--- src/rtl/if_stage.sv ---
// Instruction-fetch stage: owns the PC, fetches one word per request/ack handshake,
// holds it for decode, then steps to pc4 / branch / jump. Sticky watchdog on a dead memory.
module if_stage #(
    parameter logic [31:0] RESET_PC       = 32'h0000_0000,
    parameter int unsigned TIMEOUT_CYCLES = 255
) (
    input  logic        clk,
    input  logic        clrn,
    input  logic [31:0] bpc,
    input  logic [31:0] jpc,
    input  logic [1:0]  pcsource,
    input  logic        id_ready,
    output logic        imem_req,
    output logic [31:0] imem_addr,
    input  logic        imem_ack,
    input  logic [31:0] imem_rdata,
    output logic [31:0] pc,
    output logic [31:0] pc4,
    output logic [31:0] inst,
    output logic        inst_valid,
    output logic        fetch_err
);

    localparam int unsigned CNT_W     = 16;
    localparam logic [CNT_W-1:0] WAIT_LAST = CNT_W'(TIMEOUT_CYCLES - 1);
    localparam logic [31:0] ALIGN_MASK = 32'hFFFF_FFFC;

    typedef enum logic [1:0] {
        S_IDLE = 2'd0,
        S_REQ  = 2'd1,
        S_HOLD = 2'd2,
        S_ERR  = 2'd3
    } state_t;

    state_t             state_q, state_d;
    logic [31:0]        pc_q, pc_d;
    logic [31:0]        inst_q, inst_d;
    logic [CNT_W-1:0]   wait_cnt_q, wait_cnt_d;
    logic               imem_req_q, imem_req_d;
    logic               inst_valid_q, inst_valid_d;
    logic               fetch_err_q, fetch_err_d;
    logic [31:0]        pc4_c;
    logic [31:0]        next_pc_c;

    assign pc4_c = pc_q + 32'd4;

    // Next-PC select; targets are word-aligned by dropping the low two bits.
    always_comb begin
        next_pc_c = pc4_c & ALIGN_MASK;
        case (pcsource)
            2'b01:   next_pc_c = bpc & ALIGN_MASK;
            2'b10:   next_pc_c = jpc & ALIGN_MASK;
            default: next_pc_c = pc4_c & ALIGN_MASK;
        endcase
    end

    // Next-state and registered-output logic.
    always_comb begin
        state_d    = state_q;
        pc_d       = pc_q;
        inst_d     = inst_q;
        wait_cnt_d = wait_cnt_q;

        case (state_q)
            S_IDLE: begin
                state_d    = S_REQ;
                wait_cnt_d = '0;
            end
            S_REQ: begin
                if (imem_ack) begin
                    inst_d  = imem_rdata;
                    state_d = S_HOLD;
                end else begin
                    wait_cnt_d = wait_cnt_q + CNT_W'(1);
                    if (wait_cnt_q == WAIT_LAST) begin
                        state_d = S_ERR;
                    end
                end
            end
            S_HOLD: begin
                if (id_ready) begin
                    pc_d       = next_pc_c;
                    state_d    = S_REQ;
                    wait_cnt_d = '0;
                end
            end
            S_ERR: begin
                state_d = S_ERR;
            end
            default: begin
                state_d = S_IDLE;
            end
        endcase

        imem_req_d   = (state_d == S_REQ);
        inst_valid_d = (state_d == S_HOLD);
        fetch_err_d  = (state_d == S_ERR);
    end

    always_ff @(posedge clk or negedge clrn) begin
        if (!clrn) begin
            state_q      <= S_IDLE;
            pc_q         <= RESET_PC;
            inst_q       <= '0;
            wait_cnt_q   <= '0;
            imem_req_q   <= 1'b0;
            inst_valid_q <= 1'b0;
            fetch_err_q  <= 1'b0;
        end else begin
            state_q      <= state_d;
            pc_q         <= pc_d;
            inst_q       <= inst_d;
            wait_cnt_q   <= wait_cnt_d;
            imem_req_q   <= imem_req_d;
            inst_valid_q <= inst_valid_d;
            fetch_err_q  <= fetch_err_d;
        end
    end

    assign imem_req   = imem_req_q;
    assign imem_addr  = pc_q;
    assign pc         = pc_q;
    assign pc4        = pc4_c;
    assign inst       = inst_q;
    assign inst_valid = inst_valid_q;
    assign fetch_err  = fetch_err_q;

endmodule

--- config.mk ---
export PLATFORM = sky130hd
export DESIGN_NAME = if_stage
export DESIGN_NICKNAME = d
export VERILOG_FILES = /design/src/rtl/if_stage.sv
export SDC_FILE = /design/constraint.sdc
export NUM_CORES = 1
export LEC_CHECK = 0
export ABC_AREA = 1
export CORE_MARGIN = 3
export CORE_UTILIZATION = 25
export DETAILED_ROUTE_END_ITERATION = 8
export PLACE_DENSITY = 0.52
export RECOVER_POWER = 25
export SLEW_MARGIN = 20
export SYNTH_ARGS = -nofsm -noshare
export SYNTH_HDL_FRONTEND = slang
export SYNTH_SLANG_ARGS = --single-unit
--- constraint.sdc ---
create_clock -name clk -period 2.15 [get_ports clk]
set_input_delay 0.645 -clock clk [delete_from_list [all_inputs] [get_ports clk]]
set_output_delay 0.645 -clock clk [all_outputs]
set_load 0.01 [all_outputs]
Word level (Yosys, flattened, before mapping)
Index checks and enable logic that the tools add are counted.
Operators by class
  mux-type cells: 8
  add/sub/neg operators: 2
  equal/unequal tests: 11
  reduce and logical (&&, ||, !) cells: 5
Operator list (count)
  32-bit one-hot mux with 2 select lines: 1
  16-bit one-hot mux with 3 select lines: 1
  32-bit by 3-bit adder with 32-bit output (second input constant): 1
  16-bit two-way mux: 2
  16-bit by 1-bit adder with 16-bit output (second input constant): 1
  16-bit by 8-bit equality test with 1-bit output (second input constant): 1
  2-bit equality test (second input constant): 5
  2-bit one-hot mux with 4 select lines: 1
  2-bit by 1-bit equality test with 1-bit output (second input constant): 3
  2-bit two-way mux: 3
  2-bit != test (second input constant): 2
  2-bit AND reduction: 2
  3-bit AND reduction: 1
  3-bit nonzero test: 1
  2-bit zero test: 1
Storage, ports and cells
  bits in registers: 85
  output and inout port bits: 131
  word-level logic and storage cells: 33

Logic depth before layout (Yosys ltp)
  word-level depth: 5
  mapped depth: 10
  mapped depth without buffers: 10

Least setup slack after synthesis
Ideal clock, no wire load.
  path type: flip-flop to output port
  start point: reg pc_q[3], in the netlist imem_addr[3]
  end point: out pc4[24]
  arrival: 1.307 ns
  setup slack: 0.198 ns
  buffers on the path: 0
  stages on the path, launching flop included: 8
  cells stage by stage: dfrtp_1 -> ha_1 -> nand2_2 -> nor2_4 -> nand2_2 -> nor2_1 -> nand3_1 -> nand2_1
On the way
  cells in the longest elaborated chain, start to end: 1
RTL lines
  start, declared: RTL line 36  | logic [31:0] pc_q, pc_d;
  start signal, assigned: RTL line 111  | pc_q <= pc_d;
  32-bit by 3-bit adder with 32-bit output: RTL line 45  | assign pc4_c = pc_q + 32'd4;
  end, declared: RTL line 18  | output logic [31:0] pc4,
Every way passes these cells.

Worst setup path after layout
  start point: reg pc_q[3], in the netlist imem_addr[3]
  end point: out pc4[29]
The elaborated chain is that of the path after synthesis.

==> metrics.txt <==
WL final=18000 um; CTS tree=done; top-count cell post-synth=nand2_1; Util after Layout=0.439; Comb pwr share=0.109; Final ANT Viol Nets=0; CP most frequent cell=nand2_1; Pwr Density=383 mW/mm^2; vias in the first global route=5441; Die ar.=0.0228 mm^2; crit-path max cell delay=0.35 ns; final instance area=0.00900 mm^2; Clock Skew=0.0106 ns; CP cell instances=buf_4, nand2_4, nor2_4, nand2_4, buf_4, nor2_4, nand2_1, nand2_1, nand2_1, clkdlybuf4s15_2; worst setup path category=reg -> out; internal power=2.61 mW; status=finished, violations left; share of cells above drive strength 1=0.275; Sw Ratio=0.243; Non-Filler Instances=1269; DP Cell Count=1219; Post-synth EDFFs=0; worst vdd ir=0.000275 V; drt drc=0; Final Hold Viols=0; Crit. End Element=output pin; final setup fails=27; Tot Pwr=3.45 mW; Max Fanout on Critical Path=6; row count=52; Tcrit/Tclk final=1.14; synth cell count leaders=nand2_1 (195), dfrtp_1 (83), inv_1 (72); CTS Sinks=83; asr flop ratio synth=1.00; Final Net Count=1101; post-layout min period=2.46 ns; clock-pin slew on the worst setup and hold paths=0.07 ns; die extent in x=151 um; busiest grt layer=met2; P_sw=0.839 mW; DRT Pass-1 Iters=4; f_max=0.406 GHz; failing checks=capacitance limit, slew limit, setup timing; Yosys cell types=30; Worst Path Required=1.50 ns; cts bufs inserted=9; post-synthesis instance total=697; register area share after synthesis=0.394; Leak=4.46 nW; largest net degree at the start of global routing=35; Remaining Overflow, GRT=0; Main synth FF type=dfrtp_1; hpwl dp=13800 um; initial core utilization=0.257; violation count after the first detailed-route iteration=248; initial antenna violation count=0; Slew Viols, Final=28; dominant cells by area after synthesis=dfrtp_1 (39%), nand2_1 (14%), mux2_2 (6.8%); H-tree depth=3; Max-slew headroom=-0.103; Clk pwr share=0.438; area share of the leading cell type in the synthesized netlist=0.394; Via density=4.37; setup TNS=-5.46 ns; wire length per cell=14.2 um; Place WS=-0.327 ns; n_diodes=0; CP Buf/Inv Count=3; critical path arrival=1.82 ns; unrepaired setup endpoints after global routing=true; routed vias=5541; max-cap check violation count=1; Cell Area, Synth=0.00527 mm^2; Root Buffer=clkbuf_16; count of state elements after synthesis=83; Buffers on Ports=222; CTS Hold Buffers Added=0; first-pass GRT wire length=27600 um; I/O pins=233; Area growth, synth to finish=70.9%; Final Wtd Congestion=0.838; core region area=0.0205 mm^2; Worst setup SP type=flip-flop; area leader, netlist=dfrtp_1; YS warnings=0; GR Util met1=0.186; Post-DP Area=0.00817 mm^2; met2 usage=0.268; sequential share of power=0.452; GRT met3 Usage=0.0404; CP max stage cell=dfrtp_1; clk_lat worst skew=0.35 ns; Hold Path Class=reg -> reg; min setup slack post-route=-0.310 ns; all-layer global routing usage=0.154; fill cell count=2080; Mean Syn Cell Area=7.55 um^2; Slew @ Worst Pin=1.65 ns; die height=151 um; CP delay by family, top=simple AND/OR/NAND/NOR gates; Clock Path Buffers=2; worst hold margin=0.504 ns
worst register-to-register path: cells and delay by family, from the launching register on:
kind                       cells  cell delay (ns)
and+or+nand+nor                9             0.79
adders and majority gates      1             0.19
buffers and inverters          6             0.60
DFF                            1             0.35
flip-flops by register name, indices dropped and copies added, names as in the netlist:
| register | flops |
|---|---|
| inst_valid | 1 |
| wait_cnt_q | 16 |
| imem_req | 1 |
| imem_addr | 30 |
| state_q | 2 |
| fetch_err | 1 |
| inst | 32 |
cell usage in the layout (no fill, tap or decap), types with 9 or more instances in the layout:
master             n
a21oi_1           10
a22o_1            25
buf_2             10
buf_4            102
buf_6             22
clkbuf_16          9
clkdlybuf4s50_1  170
dfrtp_1           82
dlygate4sd2_1     10
dlymetal6s2s_1    13
inv_1             71
mux2_2            32
nand2_1          164
nand2_2           32
nand3_1           39
nand4_1           13
nor2_1            49
nor2_2            13
nor2_4            10
o21ai_0           39
o21ai_1           16
timing repair:
item	CTS	global route
buffers inserted	29	11
resized for setup	184	51
endpoints found under the setup margin	31	41
pin swaps	25	16
power by group through the flow:
| stage | Clock, mW | Sequential (mW) | Combinational [mW] |
|---|---|---|---|
| 6_report | 1.51 | 1.56 | 0.377 |
| 3_5_place_dp | 0 | 1.59 | 0.386 |
| 3_3_place_gp | 0 | 1.59 | 0.385 |
| 4_1_cts | 1.57 | 1.56 | 0.387 |
| 2_1_floorplan | 0 | 1.59 | 0.119 |
| 5_1_grt | 1.64 | 1.56 | 0.411 |
final cells by class:
cell class	instances	area (um^2)	share of cell area
repair buffers	339	3180	0.353
clock inverters	6	47.5	0.00528
flip-flops and latches	83	2080	0.231
multi-input cells	487	2840	0.315
well taps	270	338	0.0375
inverters	74	278	0.0309
clock buffers	10	239	0.0266
layer usage:
| layer | vias to the layer above | part of all wire |
|---|---|---|
| met4 | 0 | 0.016 |
| met5 | - | 0 |
| met1 | 2551 | 0.42 |
| li1 | 2811 | - |
| met3 | 17 | 0.064 |
| met2 | 162 | 0.50 |
cell families after synthesis:
kind of cell | after synthesis | synth area share
and+or+nand+nor | 340 | 0.278
buffers and inverters | 132 | 0.122
AOI/OAI and AO/OA | 97 | 0.113
DFF | 83 | 0.394
muxes | 32 | 0.0684
xor gates and xnor gates | 7 | 0.0116
adders and majority gates | 5 | 0.0119
other | 1 | 0.000712
path summary, 6_finish.rpt:
kind | from | end | slack, ns | depth (start not counted)
min in group asynchronous | clrn | imem_addr[3] | 0.72 | 1
max in group asynchronous | clrn | fetch_err | 0.20 | 2
worst min-delay path | inst[24] | inst[24] | 0.50 | 1
worst max-delay path | imem_addr[3] | pc4[29] | -0.31 | 10
worst max register to register | imem_addr[3] | imem_addr[22] | 0.12 | 16
worst min register to register | inst[24] | inst[24] | 0.50 | 1
No activity file was read; power rests on OpenSTA's default activity.
